`src/rtl/alu_ctrl_pkg.sv`:
```
// ALU control definitions shared by the EX-stage ALU decoder and the multiply sequencer.
//   - 4-bit ALU control codes
//   - state encoding for the multi-cycle multiply sequencer
package alu_ctrl_pkg;

   localparam logic [3:0] AluAnd  = 4'd0;
   localparam logic [3:0] AluOr   = 4'd1;
   localparam logic [3:0] AluAdd  = 4'd2;
   localparam logic [3:0] AluSub  = 4'd6;
   localparam logic [3:0] AluSlt  = 4'd7;
   localparam logic [3:0] AluMult = 4'd11;
   localparam logic [3:0] AluBne  = 4'd12;
   localparam logic [3:0] AluBge  = 4'd13;
   localparam logic [3:0] AluBgt  = 4'd14;

   typedef enum logic [1:0] {
      StIdle = 2'd0,
      StBusy = 2'd1,
      StDone = 2'd2
   } mult_state_e;

endpackage

```
`src/rtl/mult_shift_add_dp.sv`:
```
// Shift-add multiplier datapath: unsigned magnitudes are multiplied one bit per step,
// with the sign applied once at the end.
// Ports:
//   clk_i       clock
//   rst_i       synchronous active-low reset, clears product and multiplicand
//   load_i      latch |src1_i| as multiplicand and |src2_i| into the low product half
//   step_i      one shift-add iteration
//   finalize_i  present the signed product on prod_o
//   neg_i       product sign (only used while finalize_i is high)
//   src1_i      operand A, two's complement
//   src2_i      operand B, two's complement
//   prod_o      2*WIDTH product
module mult_shift_add_dp #(
   parameter int unsigned WIDTH = 32
) (
   input  logic                 clk_i,
   input  logic                 rst_i,
   input  logic                 load_i,
   input  logic                 step_i,
   input  logic                 finalize_i,
   input  logic                 neg_i,
   input  logic [WIDTH-1:0]     src1_i,
   input  logic [WIDTH-1:0]     src2_i,
   output logic [2*WIDTH-1:0]   prod_o
);

   localparam logic [WIDTH-1:0] One = {{(WIDTH-1){1'b0}}, 1'b1};

   logic [2*WIDTH-1:0] prod_q, prod_d;
   logic [WIDTH-1:0]   mcand_q, mcand_d;
   logic [WIDTH-1:0]   addend;
   logic [WIDTH:0]     sum;

   // The most negative value maps to 2^(WIDTH-1), which still fits as unsigned.
   function automatic logic [WIDTH-1:0] mag(input logic [WIDTH-1:0] v);
      return v[WIDTH-1] ? (~v + One) : v;
   endfunction

   always_comb begin
      prod_d  = prod_q;
      mcand_d = mcand_q;
      addend  = prod_q[0] ? mcand_q : '0;
      // Extra bit keeps the carry so it can shift into the product MSB.
      sum     = {1'b0, prod_q[2*WIDTH-1:WIDTH]} + {1'b0, addend};
      if (load_i) begin
         mcand_d = mag(src1_i);
         prod_d  = {{WIDTH{1'b0}}, mag(src2_i)};
      end else if (step_i) begin
         prod_d = {sum, prod_q[WIDTH-1:1]};
      end
   end

   always_ff @(posedge clk_i) begin
      if (!rst_i) begin
         prod_q  <= '0;
         mcand_q <= '0;
      end else begin
         prod_q  <= prod_d;
         mcand_q <= mcand_d;
      end
   end

   assign prod_o = (finalize_i && neg_i) ? (~prod_q + {{(2*WIDTH-1){1'b0}}, 1'b1}) : prod_q;

endmodule

```
`src/rtl/mult_seq_ctrl.sv`:
```
// EX-stage sequencer for the MULT ALU operation. Stalls the pipeline while the
// shift-add datapath iterates, then writes the signed product to HI/LO and pulses done_o.
// Ports:
//   clk_i       clock
//   rst_i       synchronous active-low reset
//   valid_i     EX instruction valid
//   alu_ctrl_i  ALU control code of the EX instruction
//   src1_i      operand A (rs)
//   src2_i      operand B (rt)
//   flush_i     squash the EX instruction
//   stall_o     hold PC, IF/ID and ID/EX
//   done_o      one-cycle pulse, HI/LO update at the end of this cycle
//   hi_o, lo_o  last completed product
//   result_o    LO, forwarded to EX/MEM write data
module mult_seq_ctrl
   import alu_ctrl_pkg::*;
#(
   parameter int unsigned WIDTH     = 32,
   parameter logic [3:0]  MULT_CTRL = AluMult
) (
   input  logic             clk_i,
   input  logic             rst_i,
   input  logic             valid_i,
   input  logic [3:0]       alu_ctrl_i,
   input  logic [WIDTH-1:0] src1_i,
   input  logic [WIDTH-1:0] src2_i,
   input  logic             flush_i,
   output logic             stall_o,
   output logic             done_o,
   output logic [WIDTH-1:0] hi_o,
   output logic [WIDTH-1:0] lo_o,
   output logic [WIDTH-1:0] result_o
);

   localparam int unsigned    CntW    = (WIDTH > 1) ? $clog2(WIDTH) : 1;
   localparam logic [CntW-1:0] CntLast = CntW'(WIDTH - 1);
   localparam logic [CntW-1:0] CntOne  = CntW'(1);

   mult_state_e        state_q;
   logic [CntW-1:0]    cnt_q;
   logic               neg_q;
   logic [WIDTH-1:0]   hi_q;
   logic [WIDTH-1:0]   lo_q;

   logic               start;
   logic               load;
   logic               step;
   logic               in_busy;
   logic               in_done;
   logic [2*WIDTH-1:0] prod;

   assign start   = valid_i & (alu_ctrl_i == MULT_CTRL) & ~flush_i;
   assign load    = (state_q == StIdle) & start;
   assign in_busy = (state_q == StBusy);
   assign in_done = (state_q == StDone);
   assign step    = in_busy & ~flush_i;

   mult_shift_add_dp #(
      .WIDTH (WIDTH)
   ) u_dp (
      .clk_i      (clk_i),
      .rst_i      (rst_i),
      .load_i     (load),
      .step_i     (step),
      .finalize_i (in_done),
      .neg_i      (neg_q),
      .src1_i     (src1_i),
      .src2_i     (src2_i),
      .prod_o     (prod)
   );

   always_ff @(posedge clk_i) begin
      if (!rst_i) begin
         state_q <= StIdle;
         cnt_q   <= '0;
         neg_q   <= 1'b0;
         hi_q    <= '0;
         lo_q    <= '0;
      end else begin
         unique case (state_q)
            StIdle: begin
               if (start) begin
                  state_q <= StBusy;
                  cnt_q   <= '0;
                  neg_q   <= src1_i[WIDTH-1] ^ src2_i[WIDTH-1];
               end
            end
            StBusy: begin
               if (flush_i) begin
                  state_q <= StIdle;
               end else begin
                  cnt_q <= cnt_q + CntOne;
                  if (cnt_q == CntLast) state_q <= StDone;
               end
            end
            StDone: begin
               // The released MULT is still on the inputs; IDLE only resamples next cycle.
               hi_q    <= prod[2*WIDTH-1:WIDTH];
               lo_q    <= prod[WIDTH-1:0];
               state_q <= StIdle;
            end
            default: state_q <= StIdle;
         endcase
      end
   end

   // Combinational so the pipeline freezes in the same cycle the MULT is seen.
   assign stall_o  = load | in_busy;
   assign done_o   = in_done;
   assign hi_o     = hi_q;
   assign lo_o     = lo_q;
   assign result_o = lo_q;

endmodule

```
`config.mk`:
```
export PLATFORM = sky130hd
export DESIGN_NAME = mult_seq_ctrl
export DESIGN_NICKNAME = d
export VERILOG_FILES = /design/src/rtl/alu_ctrl_pkg.sv /design/src/rtl/mult_shift_add_dp.sv /design/src/rtl/mult_seq_ctrl.sv
export SDC_FILE = /design/constraint.sdc
export NUM_CORES = 1
export LEC_CHECK = 0
export BUFFER_PORTS_ARGS = -buffer_cell sky130_fd_sc_hd__buf_2
export CORE_UTILIZATION = 62
export CTS_CLUSTER_SIZE = 40
export DETAILED_ROUTE_END_ITERATION = 10
export PLACE_DENSITY = 0.95
export SYNTH_ARGS = -nofsm -noshare
export SYNTH_HDL_FRONTEND = slang
export SYNTH_SLANG_ARGS = --single-unit
```
`constraint.sdc`:
```
create_clock -name clk_i -period 7.1 [get_ports clk_i]
set_clock_uncertainty 0.1 [all_clocks]
set_input_delay 0.71 -clock clk_i [delete_from_list [all_inputs] [get_ports clk_i]]
set_output_delay 0.71 -clock clk_i [all_outputs]
set_load 0.05 [all_outputs]
```
==> results of run 1 <==
[through the flow]
| stage | worst slack [ps] | hold WS (ps) | std cells |
|---|---|---|---|
| floorplan | 3954 | 331.7 | 1386 |
| global placement | 3315 | 346.3 | 1665 |
| detailed placement | 3146 | 345.5 | 1665 |
| CTS | 3129 | 353.8 | 1697 |
| global route | 2714 | 390.2 | 1697 |
| finish | 2984 | 360.9 | 1697 |
[area by class of cell]
cell class,instances,area [µm²],share of cell area (%)
Multi-Input combinational cell,1080,6797,56.34
Sequential cell,168,3363,27.88
Timing Repair Buffer,177,905.9,7.509
Clock buffer,18,439.2,3.640
Tap cell,220,275.3,2.282
Clock inverter,14,207.7,1.722
Inverter,20,76.32,0.6326
[tightest hold or removal path, stage by stage (launching register included)]
cell,delay [ps]
dfxtp_1,310
nand2_1,50
a21oi_1,50
[routing by layer]
layer,vias to the layer above,GRT usage (%),wire [µm]
li1,5093,-,-
met1,4982,43.65,12690
met2,578,55.61,14100
met3,80,7.785,3362
met4,0,11.87,721
met5,-,0,0
[synthesized netlist by cell type, drive strengths merged, types with 2 or more instances]
cell / count / area share [%]
nand4b: 4 / 0.32
o21bai: 4 / 0.28
nor4b: 2 / 0.16
nand2b: 10 / 0.58
o31a: 4 / 0.32
clkbuf: 80 / 2.8
o21a: 4 / 0.28
o21ai: 78 / 3.6
buf: 38 / 2.4
o31ai: 26 / 1.8
nand2: 167 / 5.8
nor4: 15 / 0.93
nand3b: 4 / 0.28
ha: 37 / 4.3
xor2: 92 / 7.5
nand3: 34 / 1.6
and2: 38 / 2.2
nor3b: 4 / 0.32
a221oi: 9 / 0.73
nand4: 10 / 0.72
a311oi: 18 / 1.5
xnor2: 49 / 4.0
inv: 18 / 0.63
a21oi: 100 / 4.7
mux2i: 4 / 0.37
or2: 6 / 0.37
nor2: 154 / 5.4
clkinv: 2 / 0.070
and3: 10 / 0.58
and4: 2 / 0.16
nor3: 20 / 0.97
nor2b: 7 / 0.41
or4: 18 / 1.5
o41ai: 22 / 2.3
a31oi: 8 / 0.46
or3: 10 / 0.58
dfxtp: 168 / 31
a21o: 15 / 1.0
o211ai: 6 / 0.42
a211oi: 75 / 5.2
[final timing paths]
kind,startpoint,end,slack [ps]
setup / recovery,u_dp.prod_q[0],u_dp.prod_q[57],2980
hold / removal,hi_o[20],hi_o[20],360
setup reg to reg,u_dp.prod_q[0],u_dp.prod_q[57],2980
hold reg to reg,hi_o[20],hi_o[20],360
[kinds of logic after synthesis]
| logic type | after synthesis | synth area share (%) |
|---|---|---|
| buffers and inverters | 138 | 5.925 |
| AND/OR/NAND/NOR | 518 | 23.07 |
| multiplexers | 5 | 0.4754 |
| AO/OA/AOI/OAI | 378 | 23.43 |
| XOR/XNOR | 141 | 11.44 |
| adder cells (fa/ha/maj) | 38 | 4.476 |
| flip-flops | 168 | 31.17 |
[where the power goes]
| group | internal (mW) | leakage (nW) | switching (mW) |
|---|---|---|---|
| Combinational | 0.0600 | 3.28 | 0.112 |
| Sequential | 0.947 | 1.35 | 0.00715 |
| Clock | 0.608 | 0.316 | 0.415 |
| Total | 1.61 | 4.95 | 0.534 |
[sequential cells by signal, indices dropped and copies added (netlist names)]
name / count
u_dp.prod_q: 64
neg_q: 1
lo_o: 32
hi_o: 32
cnt_q: 5
state_q: 2
u_dp.mcand_q: 32
==> impl_metrics.yaml, run 1 <==
worst_setup_path:
  required_ps: 7380
  max_stage_delay_ps: 950
  critPathTopFamily: "compound AO/OA/AOI/OAI gates"
  arrival_ps: 4390
  critPathLaunchType: "flop"
  critPathBufInv: 1
  critPathCaptureType: "flop"
  reg2regPathDepth: 12
  path_class: "reg -> reg"
  worstPathCellList: "and2_1, ha_1, inv_1, fa_1, nor2b_1, o31a_1, o31a_1, o21ai_0, o31ai_1, a31oi_1, nor4_1, nand3b_1"
  cp_max_fo: 37
  crit_path_frequent_cell: "o31a_1"
  crit_slowest_cell: "dfxtp_1"
  cp.depth: 12
placement:
  hpwl_mm: 21.43
  port_buffers: 169
  dpl_cell_area_mm2: 0.01142
  gp_congestion: 0.9023
grt:
  grt_usage_pct: 33.93
  grt-ovfl-total: 0
  grt_max_degree: 114
  grt_pass1_vias: 9806
  grt_first_pass_wirelength_mm: 48.82
  antenna_found_initial: 0
cells_and_area:
  diodes: 0
  fin_area_mm2: 0.01206
  utilization_pct: 71.98
  final_common_cell: "buf_2"
  nets: 1574
  fillers: 1270
  drive_gt1_share_pct: 16.18
  area_delta_synth_final_pct: 11.80
  final_cell_mix: "buf_2 (169), dfxtp_1 (168), nand2_1 (167), nor2_1 (153), a21oi_1 (99)"
clock_network:
  cts_sinks: 168
  cts_buffers: 17
  cts-root-buf: "clkbuf_16"
  cts_tree: "built"
  cts.path.max_buffers: 2
  insertion_delay_ps: 440
  ctsResizeCount: 0
  clk_pin_slew_ps: 70
  htreeDepth: 4
  post_cts_buffers: 0
  hold_buffers: 0
timing:
  hold_viol_final: 0
  fin_crit_ps: 4116
  min_period_over_period_pct: 57.98
  relSlewSlack_pct: 18.92
  timing.fmax_mhz: 242.9
  tightest_slew_ps: 1216
  grt_setup_unrepaired: "false"
  setup_tns_ps: 0
  setup_viol: 0
  slew_viol_final: 0
worst_hold_path:
  hold_path_depth: 2
  min_path_type: "reg -> reg"
die:
  chipWidth_um: 133.9
  die_h_um: 133.9
  ios: 170
  fp.dieArea_mm2: 0.01794
  core_mm2: 0.01676
  start_util_pct: 64.38
  rows: 47
routing:
  vias: 10733
  drc: 0
  drt-total-wl_mm: 30.88
  drt_pass1_iterations: 7
  initialDrtViolationCount: 1228
  vias_per_cell: 6.325
  wire_per_inst_um: 18.19
  final_antenna_net_count: 0
logic_synthesis:
  syn_area_mm2: 0.01079
  syn_area_per_cell_um2: 7.785
  yosysUniqueCellTypes: 68
  synth_ff_type: "dfxtp_1"
  synth_cells: 1386
  synth_edf_count: 0
  synth_nets: 1496
  postSynth.asyncResetShare_pct: 0
  synth-warning-count: 0
  ys_seq_area_share_pct: 31.17
  ys_seq_elements: 168
power:
  p_leak_nw: 4.947
  ir_worst_vdd_v: 0.0001805
  power_mw: 2.149
  p_per_area_mw_per_mm2: 178.1
outcome:
  status: "complete, no violations"
flow_run:
  cap_violations: 0
Note: power is estimated with default switching activity, not from simulation.
==> run 2: changes to the inputs <==
--- a/config.mk
+++ b/config.mk
@@ -6,10 +6,10 @@
 export NUM_CORES = 1
 export LEC_CHECK = 0
 export BUFFER_PORTS_ARGS = -buffer_cell sky130_fd_sc_hd__buf_2
-export CORE_UTILIZATION = 62
+export CORE_UTILIZATION = 52
 export CTS_CLUSTER_SIZE = 40
 export DETAILED_ROUTE_END_ITERATION = 10
-export PLACE_DENSITY = 0.95
+export PLACE_DENSITY = 0.86
 export SYNTH_ARGS = -nofsm -noshare
 export SYNTH_HDL_FRONTEND = slang
 export SYNTH_SLANG_ARGS = --single-unit
==> constraint.sdc (replaced) <==
create_clock -name clk_i -period 3.7 [get_ports clk_i]
set_clock_uncertainty 0.1 [all_clocks]
set_input_delay 0.37 -clock clk_i [delete_from_list [all_inputs] [get_ports clk_i]]
set_output_delay 0.37 -clock clk_i [all_outputs]
set_load 0.05 [all_outputs]
==> impl_metrics.yaml, run 2 (same netlist as run 1, synthesis figures left out) <==
power:
  p_per_area_mw_per_mm2: 317.6
  intPower_mw: 2.829
  power_frac_comb_pct: 8.8
  clockPowerShare_pct: 44.0
  seqPwrFrac_pct: 47.2
  ir_worst_vdd_v: 0.0002296
  switching_power_mw: 1.046
  swShare_pct: 27.00
  power_mw: 3.876
  p_leak_nw: 4.998
clock_network:
  insertion_delay_ps: 440
  cts_sinks: 168
  cts.path.max_buffers: 2
  cts-root-buf: "clkbuf_16"
  htreeDepth: 4
  cts_buffers: 17
  clk_pin_slew_ps: 70
  post_cts_buffers: 0
  cts_tree: "built"
routing:
  final_antenna_net_count: 0
  drc: 0
  initialDrtViolationCount: 831
  drt-total-wl_mm: 29.84
  drt_pass1_iterations: 6
  wire_per_inst_um: 16.89
  vias_per_cell: 5.955
  vias: 10517
timing:
  setup_slack_ps: 493.5
  hold_viol_final: 0
  whs_ps: 116.0
  fin_crit_ps: 3206
  min_period_over_period_pct: 86.66
  setup_tns_ps: 0
  setup_viol: 0
  slew_viol_final: 0
  relSlewSlack_pct: 20.12
  timing.fmax_mhz: 311.9
  grt_setup_unrepaired: "false"
  tightest_slew_ps: 1198
die:
  rows: 52
  fp.dieArea_mm2: 0.02133
  chipWidth_um: 146.1
  ios: 170
  start_util_pct: 53.16
  die_h_um: 146.1
  core_mm2: 0.02030
placement:
  dpl_cell_area_mm2: 0.01163
  hpwl_mm: 22.12
  place_inst: 1734
  dp_slack_ps: 254.5
  port_buffers: 169
  gp_congestion: 0.9578
worst_setup_path:
  cp_max_fo: 29
  ff2ff_setup_slack_ps: 490
  required_ps: 3970
  reg2regPathDepth: 13
  rr_startpoint: "u_dp.prod_q[0]"
  path_class: "reg -> reg"
  reg2reg_to: "u_dp.prod_q[57]"
  arrival_ps: 3480
  critPathCaptureType: "flop"
  critPathLaunchType: "flop"
outcome:
  status: "complete, no violations"
worst_hold_path:
  min_from: "src1_i[0]"
  hold_end: "u_dp.mcand_q[0]"
  min_path_type: "in -> reg"
  hold_path_depth: 3
cells_and_area:
  diodes: 0
  final_cell_mix: "buf_2 (169), nand2_1 (167), dfxtp_1 (167), nor2_1 (153), a21oi_1 (99)"
  drive_gt1_share_pct: 17.31
  largest_register_ffs: 64
  finalNonFillerCells: 1766
  fin_area_mm2: 0.01220
  top_register: "u_dp.prod_q"
  utilization_pct: 60.12
  final_common_cell: "buf_2"
  area_delta_synth_final_pct: 13.10
  nets: 1593
grt:
  grt-ovfl-total: 0
  grt_pass1_vias: 9745
  grt_max_degree: 114
  grt_first_pass_wirelength_mm: 48.96
  grt_usage_pct: 28.20
  antenna_found_initial: 0
flow_run:
  cap_violations: 0
==> run 2: critical path, stage by stage (launching register included) <==
cell      delay (ps)
dfxtp_2          610
and2_1           190
ha_1             160
inv_1             50
fa_1             400
nor2b_1          160
o31a_1           190
o31a_1           200
o21ai_0          200
o31ai_1          270
buf_4            180
a31oi_1          110
nor4_1           180
nand3b_1         140
==> run 2: metal layers <==
layer,up-vias,global-route usage (%),routed length [µm]
li1,5137,-,-
met4,0,9.479,699
met1,4857,38.54,13490
met3,67,5.625,2425
met2,456,44.40,13220
met5,-,0,0
==> run 2: how the worst max path moves through the flow <==
stage,startpoint,endpoint,slack (ps),depth (start not counted)
global route,u_dp.prod_q[0],u_dp.prod_q[57],230,13
global placement,u_dp.prod_q[0],u_dp.prod_q[63],320,13
detailed placement,u_dp.prod_q[0],u_dp.prod_q[57],250,13
CTS,u_dp.prod_q[0],u_dp.prod_q[57],220,13
floorplan,u_dp.prod_q[0],u_dp.prod_q[63],550,14
finish,u_dp.prod_q[0],u_dp.prod_q[57],490,13
==> run 2: area by class of cell <==
| cell class | instances | area (µm²) |
|---|---|---|
| fill | 1826 | 8095 |
| multi-input combinational | 1080 | 6797 |
| sequential | 168 | 3364 |
| timing repair buffer | 196 | 1061 |
| clock buffer | 17 | 425.4 |
| tap | 270 | 337.8 |
| clock inverter | 15 | 142.6 |
| inverter | 20 | 76.32 |
==> run 2: power by group through the flow <==
stage / sequential (mW) / clock (mW) / combinational (mW)
floorplan: 1.86 / 0 / 0.206
CTS: 1.83 / 1.72 / 0.336
global placement: 1.87 / 0 / 0.327
finish: 1.83 / 1.71 / 0.341
global route: 1.83 / 1.82 / 0.372
detailed placement: 1.87 / 0 / 0.332
==> run 2: timing repair <==
action                     4_1_cts  5_1_grt
resized for setup                0        1
hold endpoints to repair         0        0
setup endpoints to repair        0        3
hold buffers                     0        0
